### config.mk
export PLATFORM = sky130hd
export DESIGN_NAME = tree_space_arbiter
export DESIGN_NICKNAME = d
export VERILOG_FILES = /design/src/rtl/bster_pkg.sv /design/src/rtl/rr_arbiter.sv /design/src/rtl/tree_space_arbiter.sv
export SDC_FILE = /design/constraint.sdc
export NUM_CORES = 1
export LEC_CHECK = 0
export ABC_CLOCK_PERIOD_IN_PS = 4200
export CORE_MARGIN = 8
export CORE_UTILIZATION = 44
export CTS_CLUSTER_SIZE = 20
export DETAILED_ROUTE_END_ITERATION = 16
export GPL_TIMING_DRIVEN = 0
export PLACE_DENSITY = 0.92
export REMOVE_ABC_BUFFERS = 1
export SYNTH_ARGS = -nofsm -noshare
export SYNTH_HDL_FRONTEND = slang
export SYNTH_HIERARCHICAL = 1
export SYNTH_SLANG_ARGS = --single-unit
### constraint.sdc
create_clock -name aclk -period 4.2 [get_ports aclk]
set_input_delay 0.84 -clock aclk [delete_from_list [all_inputs] [get_ports aclk]]
set_output_delay 0.84 -clock aclk [all_outputs]
set_load 0.01 [all_outputs]
### src/rtl/bster_pkg.sv
// Shared types for the tree space manager and its front end.
// FSM encodings and the reserved root node address.
package bster_pkg;

   typedef enum logic [1:0] {
      A_IDLE,
      A_REQ,
      A_RESP
   } alloc_state_t;

   typedef enum logic {
      F_IDLE,
      F_FWD
   } free_state_t;

   localparam int ROOT_ADDR = 0;

endpackage

### src/rtl/rr_arbiter.sv
// Combinational round-robin pick: first requester at or after the pointer.
// Returns one-hot grant, grant index and any-request flag.
module rr_arbiter #(
   parameter int NB_ENGINE = 4,
   parameter int PW        = $clog2(NB_ENGINE)
) (
   input  logic [NB_ENGINE-1:0] i_req,
   input  logic [PW-1:0]        i_ptr,
   output logic [NB_ENGINE-1:0] o_gnt,
   output logic [PW-1:0]        o_idx,
   output logic                 o_any
);

   logic [PW-1:0] w_j;

   assign o_any = |i_req;

   // Walk from the farthest offset back to the pointer so the nearest wins.
   always_comb begin
      o_idx = '0;
      w_j   = '0;
      for (int k = NB_ENGINE - 1; k >= 0; k--) begin
         w_j = PW'((int'(i_ptr) + k) % NB_ENGINE);
         if (i_req[w_j]) o_idx = w_j;
      end
      o_gnt = o_any ? (NB_ENGINE'(1) << o_idx) : '0;
   end

endmodule

### src/rtl/tree_space_arbiter.sv
// Arbitrates N engines onto the space manager's alloc and free ports.
// Each path has its own round-robin pointer and FSM.
module tree_space_arbiter #(
   parameter int NB_ENGINE      = 4,
   parameter int RAM_ADDR_WIDTH = 16
) (
   input  logic                                aclk,
   input  logic                                aresetn,
   input  logic [NB_ENGINE-1:0]                eng_req_valid,
   output logic [NB_ENGINE-1:0]                eng_req_ready,
   output logic [RAM_ADDR_WIDTH-1:0]           eng_req_addr,
   input  logic [NB_ENGINE-1:0]                eng_free_valid,
   output logic [NB_ENGINE-1:0]                eng_free_ready,
   input  logic [NB_ENGINE*RAM_ADDR_WIDTH-1:0] eng_free_addr,
   output logic                                tree_mgt_req_valid,
   input  logic                                tree_mgt_req_ready,
   input  logic [RAM_ADDR_WIDTH-1:0]           tree_mgt_req_addr,
   output logic                                tree_mgt_free_valid,
   input  logic                                tree_mgt_free_ready,
   output logic [RAM_ADDR_WIDTH-1:0]           tree_mgt_free_addr
);

   import bster_pkg::*;

   localparam int PW = $clog2(NB_ENGINE);

   alloc_state_t              r_a_st;
   logic [PW-1:0]             r_a_ptr;
   logic [PW-1:0]             r_a_gnt;
   logic [NB_ENGINE-1:0]      r_a_oh;
   logic [RAM_ADDR_WIDTH-1:0] r_a_addr;

   free_state_t               r_f_st;
   logic [PW-1:0]             r_f_ptr;
   logic [RAM_ADDR_WIDTH-1:0] r_f_addr;

   logic [NB_ENGINE-1:0]      w_a_oh;
   logic [PW-1:0]             w_a_idx;
   logic                      w_a_any;
   logic [NB_ENGINE-1:0]      w_f_oh;
   logic [PW-1:0]             w_f_idx;
   logic                      w_f_any;
   logic [RAM_ADDR_WIDTH-1:0] w_f_addr;

   function automatic logic [PW-1:0] nxt(input logic [PW-1:0] p);
      return (p == PW'(NB_ENGINE - 1)) ? '0 : p + PW'(1);
   endfunction

   rr_arbiter #(.NB_ENGINE(NB_ENGINE), .PW(PW)) u_a_arb (
      .i_req (eng_req_valid),
      .i_ptr (r_a_ptr),
      .o_gnt (w_a_oh),
      .o_idx (w_a_idx),
      .o_any (w_a_any)
   );

   rr_arbiter #(.NB_ENGINE(NB_ENGINE), .PW(PW)) u_f_arb (
      .i_req (eng_free_valid),
      .i_ptr (r_f_ptr),
      .o_gnt (w_f_oh),
      .o_idx (w_f_idx),
      .o_any (w_f_any)
   );

   always_comb begin
      w_f_addr = '0;
      for (int i = 0; i < NB_ENGINE; i++) begin
         if (w_f_idx == PW'(i))
            w_f_addr = eng_free_addr[i*RAM_ADDR_WIDTH +: RAM_ADDR_WIDTH];
      end
   end

   always_ff @(posedge aclk or negedge aresetn) begin
      if (!aresetn) begin
         r_a_st   <= A_IDLE;
         r_a_ptr  <= '0;
         r_a_gnt  <= '0;
         r_a_oh   <= '0;
         r_a_addr <= '0;
      end else begin
         unique case (r_a_st)
            A_IDLE: if (w_a_any) begin
               r_a_gnt <= w_a_idx;
               r_a_oh  <= w_a_oh;
               r_a_st  <= A_REQ;
            end
            A_REQ: if (tree_mgt_req_ready) begin
               r_a_addr <= tree_mgt_req_addr;
               r_a_st   <= A_RESP;
            end
            A_RESP: begin
               r_a_ptr <= nxt(r_a_gnt);
               r_a_st  <= A_IDLE;
            end
            default: r_a_st <= A_IDLE;
         endcase
      end
   end

   always_ff @(posedge aclk or negedge aresetn) begin
      if (!aresetn) begin
         r_f_st   <= F_IDLE;
         r_f_ptr  <= '0;
         r_f_addr <= '0;
      end else begin
         unique case (r_f_st)
            F_IDLE: if (w_f_any) begin
               r_f_addr <= w_f_addr;
               r_f_ptr  <= nxt(w_f_idx);
               r_f_st   <= F_FWD;
            end
            F_FWD: if (tree_mgt_free_ready) r_f_st <= F_IDLE;
            default: r_f_st <= F_IDLE;
         endcase
      end
   end

   assign tree_mgt_req_valid  = (r_a_st == A_REQ);
   assign eng_req_ready       = (r_a_st == A_RESP) ? r_a_oh : '0;
   assign eng_req_addr        = r_a_addr;
   // Free accept is combinational; keep it quiet while reset is held.
   assign eng_free_ready      = (aresetn && r_f_st == F_IDLE) ? w_f_oh : '0;
   assign tree_mgt_free_valid = (r_f_st == F_FWD) && tree_mgt_free_ready;
   assign tree_mgt_free_addr  = r_f_addr;

endmodule

* Word-level counts from Yosys, hierarchy flattened
Cells that the tools add are included.
** Storage, ports and cells
- Flip-flop bits (word level) :: 45
- Input port bits :: 92
- Output and inout bits :: 42
- Logic and storage cells :: 84
** Cells by class
- Add/sub/neg operators :: 8
- Order comparisons :: 8
- Equal/unequal tests :: 8
- Shifts and indexed selects :: 2
- Muxes and demuxes :: 39
- Bitwise logic cells :: 1
- Reductions and logical operators :: 10
** Operators by type and width (number)
- 16-bit two-way mux :: 4
- 2-bit by 3-bit less-than comparator with 1-bit output (second input constant) :: 8
- 2-bit two-way mux :: 12
- 1-bit binary-select mux with 2-bit select :: 8
- 4-bit two-way mux :: 3
- 1-bit two-way mux :: 10
- 2-bit by 1-bit adder with 2-bit output (second input constant) :: 4
- 2-bit adder (second input constant) :: 4
- 2-bit equality test (second input constant) :: 4
- 2-bit AND reduction :: 4
- 4-bit OR reduction :: 2
- 1-bit by 2-bit << shifter with 4-bit output (first input constant) :: 2
- 2-bit by 1-bit equality test with 1-bit output (second input constant) :: 2
- 2-bit logical NOT :: 2
- 2-bit by 1-bit inequality test with 1-bit output (second input constant) :: 2
- 2-bit case mux with 2 select lines :: 1
- 1-bit logical AND :: 2
- 1-bit case mux with 2 select lines :: 1
- 1-bit NOT :: 1

* Longest topological paths before layout
- Depth after elaboration :: 12
- Gate-level depth with buffers :: 11
- Gate-level depth less buffers :: 8

* Modules after synthesis
Netlist, hierarchy kept.
** Modules (own cells, without submodules)
- tree_space_arbiter :: times used 1, cells each 200, area an instance 2367.3 um2, sequential area each 1126.1 um2
- rr_arbiter :: times used 2, cells each 33, area an instance 211.5 um2, sequential area each 0.0 um2

* Least setup slack after synthesis
Ideal clock, no wire load.
- Path kind :: input-to-reg
- From :: input eng_free_valid[0]
- To :: register r_f_addr[10], in the netlist tree_mgt_free_addr[10]
- Setup time :: 0.087 ns
- Arrival time :: 2.578 ns
- Required time :: 4.113 ns
- Path slack :: 1.535 ns
- Cell stages on the path :: 11
- Cell sequence :: buf_4 > a21boi_1 > o22ai_1 > a31oi_1 > inv_1 > ha_1 > buf_6 > nor3b_4 > buf_8 > a21oi_2 > a211oi_2
** Between the ends
- Cells in the longest elaborated chain, start to end :: 11
- Elaborated cells between the ends (all ways) :: 22
- Classes of those cells :: 3 x eq/ne; 16 x mux; 3 x reduce/logical
** Ends and longest elaborated chain
- start: declaration :: line tree_space_arbiter.sv:12 : input logic [NB_ENGINE-1:0] eng_free_valid,
- 1-bit binary-select mux with 2-bit select :: line rr_arbiter.sv:24 : if (i_req[w_j]) o_idx = w_j;
- 1-bit two-way mux (implied by the code) :: line rr_arbiter.sv:24
- 2-bit two-way mux (3 in series) :: line rr_arbiter.sv:24
- 2-bit two-way mux * :: line rr_arbiter.sv:24
- via w_f_idx[0] :: line tree_space_arbiter.sv:41 : logic [PW-1:0] w_f_idx;
- 2-bit logical NOT :: line tree_space_arbiter.sv:68 : if (w_f_idx == PW'(i))
- 16-bit two-way mux (3 in series) :: line tree_space_arbiter.sv:68
- 16-bit two-way mux * :: line tree_space_arbiter.sv:68
- end signal: assignment :: line tree_space_arbiter.sv:108 : r_f_addr <= w_f_addr;
- end: declaration :: line tree_space_arbiter.sv:35 : logic [RAM_ADDR_WIDTH-1:0] r_f_addr;
The timed path passes the listed nets; every way through them passes the cells marked *. The select of a mux whose other input is x is not followed.
A chain may end at the register's enable or synchronous reset.

* Worst setup path after layout
- From :: input eng_free_valid[1]
- To :: register r_f_addr[0], in the netlist tree_mgt_free_addr[0]
The elaborated chain is that of the path after synthesis.

==> flow_summary_export.csv <==
group,metric,value,unit
global_route,track_usage,18.8,%
place,pre_cts_ws,-0.0257,ns
timing,max_freq,255,MHz
worst_setup_path,startpoint,"eng_free_valid[1]",
route,vias,2557,
flow_run,max_cap_viol_count,0,
logic_synthesis,ys_seq_elements,45,
route,avgViaCountPerCell,5.50,
timing,fin_worst_skew,0.00614,ns
place,gp_congestion,0.802,
clocking,cts_tree,"yes",
logic_synthesis,synth.largest_area_cell,"dfrtp_1",
place,place_area,4060,µm²
logic_synthesis,synthMuxAreaShare,10.4,%
worst_setup_path,rr_worst_depth,8,
clocking,cts_resized,0,
worst_setup_path,worstPathArrival,4.13,ns
logic_synthesis,yosysUniqueCellTypes,43,
global_route,grt_overflow,0,
worst_setup_path,regToRegSetupSlack,0.84,ns
layout,drive_gt1_share,16.2,%
floorplanning,die_area,9150,µm²
worst_setup_path,critPathCaptureType,"flop",
power_and_ir_drop,p_leak,1.67,nW
timing,tightest_slew,0.992,ns
logic_synthesis,synth.top_cells.by_count,"dfrtp_1, nor2_1, mux2_2",
clocking,cts.sinks,45,
route,drt-initial-drc-count,69,
timing,drv_slew,0,
route,wl,8500,µm
timing,hold_viol,0,
global_route,grt_max_degree,28,
timing,finalSetupTns,0,ns
power_and_ir_drop,p_per_area,626,nW/µm²
floorplanning,initial_core_util,44.7,%
timing,max-slew-margin-rel,33.8,%
global_route,grt_pass1_wl,13500,µm
logic_synthesis,synth_compound_area_share,23.9,%
worst_setup_path,crit_required,4.41,ns
clocking,clk_path_buf_depth,2,
timing,worst_slack,0.283,ns
route,drc,0,
timing,finalCritPeriodShare,93.3,%
logic_synthesis,async_flop_share,100,%
floorplanning,ios,134,
route,dr.pass1.iters,4,
worst_setup_path,startpoint_type,"input port",
logic_synthesis,synth_top_area_share,40.4,%
clocking,cts-buffers-inserted,5,
worst_setup_path,r2r_start,"r_f_ptr[1]$_DFFE_PN0P_",
timing,setup_viol,0,
logic_synthesis,yosys.area_share.simple,14.9,%
logic_synthesis,syn_avg_cell_area,10.5,µm²
logic_synthesis,synth_area,2790,µm²
logic_synthesis,syn_inst,266,
floorplanning,fp.dieH,95.6,µm
worst_setup_path,cp_max_fo,19,
logic_synthesis,synth_top_family_by_area,"compound AO/OA/AOI/OAI gates",
logic_synthesis,synth_xor_area_share,0,%
global_route,grt_antenna_before_repair,0,
layout,finalNetCount,484,
timing,rsz0062_at_grt,"false",
clocking,post-cts-setup-buffer-count,0,
clocking,path_clk_slew,0.09,ns
power_and_ir_drop,ir_drop,370,µV
logic_synthesis,synthTopCellsByArea,"dfrtp_1, mux2_2, a211oi_2",
timing,min_period,3.92,ns
logic_synthesis,yosysMostFrequentCell,"dfrtp_1",
run_status,status,"finished, final reports clean",
layout,area_delta_synth_final,49.7,%
worst_setup_path,critPathKind,"input port to flop",
floorplanning,num_rows,29,
route,antenna_left,0,
global_route,grt_pass1_vias,2787,
power_and_ir_drop,power,2.61,mW
layout,diodes,0,
timing,whs,0.480,ns
floorplanning,die_w,95.6,µm
worst_setup_path,worst_r2r_endpoint,"tree_mgt_free_addr[0]$_DFFE_PN0P_",
logic_synthesis,ys_seq_area_share,40.4,%
layout,nFillCells,484,
logic_synthesis,synth-edff-count,0,
layout,fin_area,4180,µm²
clocking,clock_tree.root_cell,"clkbuf_8",
logic_synthesis,ys_warn_count,6,
clocking,clkLatencyLatePin,0.30,ns
clocking,cts_hold_buf,0,
place,dpl.hpwl,6600,µm
place,portBuffers,133,
logic_synthesis,yosys_most_used_dff,"dfrtp_1",
logic_synthesis,synth_fa_ha_area_share,2.24,%
hold_path,hp-class,"input port to asynchronous set/reset pin",
floorplanning,core,6240,µm²
clocking,h-tree-depth,2,
route,wl_per_cell,18.3,µm
==> kinds of logic (layout without fill, tap and decap cells) <==
| logic type | Yosys count | count (layout) |
|---|---|---|
| fa+ha+maj | 5 | 5 |
| simple gates | 70 | 70 |
| flops | 45 | 45 |
| buf+inv | 34 | 156 |
| compound gates | 86 | 86 |
| mux | 26 | 26 |
==> state kept, by name (all words and copies together), names as in the netlist <==
name                flops
eng_req_addr           16
r_a_gnt                 2
r_a_oh                  4
r_a_ptr                 2
r_a_st                  2
r_f_ptr                 2
r_f_st                  1
tree_mgt_free_addr     16
==> where the power goes <==
part	leakage [nW]	switching [mW]	total [mW]	internal [mW]
Sequential	0.534	0.157	0.810	0.653
Combinational	1.08	0.685	1.47	0.786
Clock	0.0543	0.156	0.334	0.178
==> per-layer routing <==
layer / GRT usage [%] / share of wire [%] / vias up
met4: 5.76 / 0.96 / 0
met1: 20.8 / 39 / 1243
li1: - / - / 1202
met3: 5.12 / 9.8 / 8
met5: 0 / 0 / -
met2: 34.1 / 50 / 104
==> area by class of cell <==
| type | instances | area (µm²) | area share (%) |
|---|---|---|---|
| timing repair buffer | 134 | 1350 | 32.2 |
| multi-input combinational | 187 | 1440 | 34.5 |
| tap | 77 | 96.3 | 2.31 |
| sequential | 45 | 1130 | 27.0 |
| clock buffer | 5 | 68.8 | 1.65 |
| inverter | 14 | 52.6 | 1.26 |
| clock inverter | 3 | 46.3 | 1.11 |
==> worst max-delay path by stage <==
| stage | slack (ns) | to |
|---|---|---|
| 3_5_place_dp | -0.03 | tree_mgt_free_addr[0]$_DFFE_PN0P_ |
| 4_1_cts | 0.30 | tree_mgt_free_addr[0]$_DFFE_PN0P_ |
| 6_report | 0.28 | tree_mgt_free_addr[0]$_DFFE_PN0P_ |
| 2_1_floorplan | 1.29 | tree_mgt_free_addr[0]$_DFFE_PN0P_ |
| 3_3_place_gp | -0.46 | eng_free_ready[1] |
| 5_1_grt | 0.03 | tree_mgt_free_addr[4]$_DFFE_PN0P_ |
==> layout by cell type (no fill, tap or decap), types with 2 or more instances in the layout <==
master,n
nor2b_1,4
o21ai_1,4
a211oi_2,10
a21oi_2,10
o22ai_1,2
mux2_2,22
clkdlybuf4s50_1,132
a22oi_1,15
dfrtp_1,45
o21ai_0,6
inv_1,14
a211oi_1,5
o2bb2ai_1,2
mux2i_1,2
a22o_1,2
and2_1,11
a31oi_1,2
clkbuf_8,5
mux2_1,2
nor2_1,24
ha_1,5
a21oi_1,15
nor3b_1,15
nand2_1,7
a21boi_0,2
o221a_2,4
o2bb2a_1,2
a21boi_1,2
==> through the flow <==
step	util (%)	instances
global route	66.9	465
CTS	66.9	465
detailed placement	65.0	457
finish	66.9	465
global placement	64.8	456
floorplan	-	246
==> worst max-delay path, cell delays in order <==
cell	delay [ns]
clkdlybuf4s50_1	0.62
a21boi_1	0.19
o22ai_1	0.09
a31oi_1	0.36
inv_1	0.13
ha_1	0.54
nor3b_4	0.94
a21oi_1	0.19
a211oi_1	0.23
No activity file was read; power rests on OpenSTA's default activity.
